--- config.mk ---
export PLATFORM = sky130hd
export DESIGN_NAME = bcd_seq_converter
export DESIGN_NICKNAME = d
export VERILOG_FILES = /design/src/rtl/bcd_pkg.sv /design/src/rtl/bcd_digit_adj.sv /design/src/rtl/bcd_seq_converter.sv
export SDC_FILE = /design/constraint.sdc
export NUM_CORES = 1
export LEC_CHECK = 0
export ABC_CLOCK_PERIOD_IN_PS = 2700
export BUFFER_PORTS_ARGS = -buffer_cell sky130_fd_sc_hd__buf_4
export CAP_MARGIN = 20
export CELL_PAD_IN_SITES_DETAIL_PLACEMENT = 1
export CELL_PAD_IN_SITES_GLOBAL_PLACEMENT = 2
export CORE_ASPECT_RATIO = 0.5
export CORE_MARGIN = 2
export CORE_UTILIZATION = 37
export CTS_CLUSTER_SIZE = 25
export DETAILED_ROUTE_END_ITERATION = 12
export PLACE_DENSITY_LB_ADDON = 0.1
export REMOVE_ABC_BUFFERS = 1
export SYNTH_ARGS = -nofsm -noshare
export SYNTH_HDL_FRONTEND = slang
export SYNTH_SLANG_ARGS = --single-unit
--- constraint.sdc ---
create_clock -name clk -period 2.7 [get_ports clk]
set_clock_uncertainty 0.05 [all_clocks]
set_input_delay 0.27 -clock clk [delete_from_list [all_inputs] [get_ports clk]]
set_output_delay 0.27 -clock clk [all_outputs]
set_load 0.01 [all_outputs]
--- src/rtl/bcd_pkg.sv ---
// Shared types and elaboration helpers for the sequential binary-to-BCD converter.
package bcd_pkg;

    localparam int BCD_DIGIT_W = 4;

    typedef enum logic [1:0] {
        IDLE,
        SHIFT,
        DONE
    } state_t;

    function automatic int cnt_w(input int bin_w);
        return $clog2(bin_w + 1);
    endfunction

    // Smallest digit count whose decimal range covers 2**bin_w - 1.
    function automatic int min_digits(input int bin_w);
        logic [127:0] lim;
        logic [127:0] p;
        int           d;
        lim = 128'd1 << bin_w;
        p   = 128'd1;
        d   = 0;
        for (int i = 0; i < 40; i++) begin
            if (p < lim) begin
                p = p * 128'd10;
                d = d + 1;
            end
        end
        return d;
    endfunction

endpackage

--- src/rtl/bcd_digit_adj.sv ---
// Double-dabble digit correction: adds 3 to a BCD digit of 5 or more before the shift.
module bcd_digit_adj
    import bcd_pkg::*;
(
    input  logic [BCD_DIGIT_W-1:0] din,
    output logic [BCD_DIGIT_W-1:0] dout
);

    always_comb begin
        dout = (din >= 4'd5) ? din + 4'd3 : din;
    end

endmodule

--- src/rtl/bcd_seq_converter.sv ---
// Iterative double-dabble binary-to-BCD converter with valid/ready on both sides
// and a registered leading-zero blank mask for the 7-segment digit encoders.
module bcd_seq_converter
    import bcd_pkg::*;
#(
    parameter int BIN_W  = 8,
    parameter int DIGITS = 3
) (
    input  logic                          clk,
    input  logic                          rst,
    input  logic                          in_valid,
    output logic                          in_ready,
    input  logic [BIN_W-1:0]              bin_in,
    output logic                          out_valid,
    input  logic                          out_ready,
    output logic [BCD_DIGIT_W*DIGITS-1:0] bcd_out,
    output logic [DIGITS-1:0]             digit_blank,
    output logic                          busy
);

    localparam int CW = cnt_w(BIN_W);
    localparam int SW = BCD_DIGIT_W * DIGITS;
    localparam logic [DIGITS-1:0] BLANK_RST = {DIGITS{1'b1}} << 1;

    if (BIN_W < 1) begin : g_bad_bin_w
        $error("bcd_seq_converter: BIN_W must be >= 1");
    end
    if (DIGITS < min_digits(BIN_W)) begin : g_bad_digits
        $error("bcd_seq_converter: DIGITS too small for BIN_W");
    end

    state_t            state;
    state_t            state_nx;
    logic [BIN_W-1:0]  shreg;
    logic [BIN_W-1:0]  shreg_nx;
    logic [SW-1:0]     scratch;
    logic [SW-1:0]     scratch_adj;
    logic [SW-1:0]     scratch_nx;
    logic [CW-1:0]     cnt;
    logic [DIGITS-1:0] blank_nx;
    logic              accept;
    logic              last_step;

    for (genvar g = 0; g < DIGITS; g++) begin : g_adj
        bcd_digit_adj u_adj (
            .din  (scratch[g*BCD_DIGIT_W +: BCD_DIGIT_W]),
            .dout (scratch_adj[g*BCD_DIGIT_W +: BCD_DIGIT_W])
        );
    end

    assign scratch_nx = {scratch_adj[SW-2:0], shreg[BIN_W-1]};
    assign shreg_nx   = shreg << 1;
    assign last_step  = (cnt == CW'(1));

    assign in_ready  = (state == IDLE) || ((state == DONE) && out_ready);
    assign accept    = in_valid && in_ready;
    assign out_valid = (state == DONE);
    assign busy      = (state == SHIFT);

    // A digit is blanked only if it and every more significant digit are zero;
    // the units digit always shows so a value of 0 displays a single "0".
    always_comb begin
        logic all_zero;
        all_zero = 1'b1;
        blank_nx = '0;
        for (int i = DIGITS - 1; i >= 1; i--) begin
            all_zero    = all_zero && (scratch_nx[i*BCD_DIGIT_W +: BCD_DIGIT_W] == 4'd0);
            blank_nx[i] = all_zero;
        end
    end

    always_comb begin
        state_nx = state;
        case (state)
            IDLE:    if (accept) state_nx = SHIFT;
            SHIFT:   if (last_step) state_nx = DONE;
            DONE: begin
                if (accept)         state_nx = SHIFT;
                else if (out_ready) state_nx = IDLE;
            end
            default: state_nx = IDLE;
        endcase
    end

    always_ff @(posedge clk or posedge rst) begin
        if (rst) state <= IDLE;
        else     state <= state_nx;
    end

    // Result registers keep the previous value through a restart until the
    // final shift of the new conversion overwrites them.
    always_ff @(posedge clk or posedge rst) begin
        if (rst) begin
            shreg       <= '0;
            scratch     <= '0;
            cnt         <= '0;
            bcd_out     <= '0;
            digit_blank <= BLANK_RST;
        end else if (accept) begin
            shreg   <= bin_in;
            scratch <= '0;
            cnt     <= CW'(BIN_W);
        end else if (state == SHIFT) begin
            shreg   <= shreg_nx;
            scratch <= scratch_nx;
            cnt     <= cnt - CW'(1);
            if (last_step) begin
                bcd_out     <= scratch_nx;
                digit_blank <= blank_nx;
            end
        end
    end

endmodule

==> impl_metrics.tcl <==
set metrics [dict create \
    route.detailed.drc 0 \
    place_congestion 0.735 \
    cts_inserted_buffers 5 \
    status "finished, final reports clean" \
    first_global_vias 1601 \
    hold_violations 0 \
    synth.distinct_cells 39 \
    avgViaCountPerCell 4.99 \
    synth_seq_cells 40 \
    synth_top_area_share_pct 47.8 \
    dp.cells 302 \
    required_ns 2.38 \
    timing.rr.end "digit_blank[1]" \
    wl_um 4310 \
    grt_pass1_wl_um 7580 \
    syn_area_per_cell_um2 9.57 \
    ff2ff_setup_slack_ns 0.70 \
    synth_top_cell_by_area "dfrtp_1" \
    synthTopCellsByArea "dfrtp_1, nand2_1, ha_1, o21ai_0, mux2i_1" \
    cts_sinks 40 \
    rsz0062_at_grt "false" \
    portBuffers 28 \
    seqCellArea_mm2 0.00100 \
    overflow 0 \
    maxCapViolations 0 \
    cp-start-kind "flop" \
    antenna_found_initial 0 \
    dpl.hpwl_um 3170 \
    syn_to_final_growth_pct 20.2 \
    p_leak_nw 1.12 \
    fin_setup_tns_ns 0 \
    ys_top_cells_by_count "nand2_1, dfrtp_1, o21ai_0, inv_1, o22ai_1" \
    cp-startpoint "state[0]" \
    cts_tree "done" \
    instances_no_fill 310 \
    die_h_um 55.9 \
    max_slew_margin_pct 48.3 \
    setup_ws_ns 0.406 \
    period_minus_slack_ns 2.29 \
    cts_root_buf "clkbuf_8" \
    critical_path_class "reg2out" \
    utilization_pct 47.4 \
    finalNetCount 259 \
    path_clk_slew_ns 0.08 \
    grt_usage_pct 16.2 \
    worstPathMaxFanout 19 \
    post_cts_resized 0 \
    initial_core_util_pct 39.5 \
    grt_max_degree 41 \
    worstPathArrival_ns 1.97 \
    synth_edf_count 0 \
    dieWidth_um 108 \
    endpoint_kind "output port" \
    report.final.slew_viol_count 0 \
    worst_pin_slew_ns 0.776 \
    coreArea_mm2 0.00504 \
    vias 1548 \
    yosys_warnings 0 \
    async_flop_share_pct 100 \
    ir_drop_v 0.000413 \
    firstDrtPassIters 4 \
    netlist_instances 208 \
    hold_path.class "in2async" \
    postCtsSetupBuffers 0 \
    drt_iter0_drc 48 \
    min_period_over_period_pct 85.0 \
    fmax_mhz 436 \
    synth.most_common_cell "nand2_1" \
    dieArea_mm2 0.00602 \
    htree_levels 2 \
    place_ws_ns 0.690 \
    reg2reg_depth 4 \
    clockBufferDepth 2 \
    hold_buffers 0 \
    synth_ff_type "dfrtp_1" \
    nFillCells 610 \
    multi_input_area_um2 895 \
    ant_nets 0 \
    hold_ws_ns 0.0526 \
    p_per_area_mw_per_mm2 1240 \
    drive_above_1_share_pct 20.0 \
    diodes 0 \
    insertion_delay_ns 0.29 \
    io_pins 30 \
    fp-row-count 18 \
    r2r-start "state[1]" \
    syn_area_mm2 0.00199 \
    avgRoutedWirePerCell_um 13.9 \
    setup_violations 0 \
    seq_area_frac_synth_pct 50.4 \
]
-- worst max-delay path: stages, from the launching register on --
cell and delay, ns:
dfrtp_1 0.42, nand2b_1 0.57, inv_1 0.42, buf_4 0.26
-- metrics by stage --
step / total power [W] / area [µm²]
after global placement: 0.00248 / 2290
after global routing: 0.00327 / 2390
after floorplan: 0.00202 / 1950
final: 0.00298 / 2390
after detailed placement: 0.00254 / 2290
after CTS: 0.00303 / 2390
-- power breakdown --
part | total (W) | internal, W | switching (W)
Sequential | 0.00111 | 0.000885 | 0.000222
Clock | 0.000484 | 0.000274 | 0.000209
Combinational | 0.00139 | 0.000631 | 0.000756
Total | 0.00298 | 0.00179 | 0.00119
-- layout make-up --
class	instances	share of cell area (%)
Clock buffer	6	3.03
Timing Repair Buffer	33	10.4
Tap cell	70	3.66
Multi-Input combinational cell	145	37.4
Clock inverter	2	1.46
Inverter	14	2.20
Sequential cell	40	41.9
-- placed cells by master, fill, tap and decap left out, types with 2 or more instances in the layout --
cell type,instances
a22oi_1,2
nand2_1,43
dfstp_2,2
nor2_1,7
nor3_1,2
o31ai_1,2
dfrtp_1,38
o21ai_1,8
o21ai_0,15
clkbuf_8,5
a21oi_1,7
nor3b_1,4
mux2_2,2
o22ai_1,10
buf_4,33
nand2b_1,6
inv_1,14
mux2i_1,7
ha_1,8
xnor2_1,4
-- routing by layer --
metal | vias to the layer above | part of all wire [%] | track usage, %
li1 | 766 | - | -
met1 | 748 | 49 | 21.8
met2 | 25 | 45 | 25.8
met3 | 9 | 4.0 | 4.22
met4 | 0 | 1.4 | 5.31
met5 | - | 0 | 0
-- worst max path at each step --
stage                     cells past startpoint  slack [ns]              to
final                                         3        0.41            busy
after global routing                          3        0.23            busy
after CTS                                     3        0.37            busy
after detailed placement                      4        0.69        shreg[2]
after global placement                        6        0.74  digit_blank[1]
after floorplan                               5        0.69          cnt[2]
-- state kept, by name, indices dropped and copies added (netlist names) --
name and count:
bcd_out 12, cnt 4, digit_blank 2, scratch 12
shreg 8, state 2
-- cells by family after synthesis --
kind of cell	Yosys count	share of synthesized area (%)
buffers and inverters	23	4.65
multiplexers	9	4.65
AO/OA/AOI/OAI	51	16.0
adder cells (fa/ha/maj)	8	5.03
other	1	0.188
XOR/XNOR	5	2.20
AND/OR/NAND/NOR	71	16.9
flip-flops	40	50.4
Note: power is estimated with default switching activity, not from simulation.
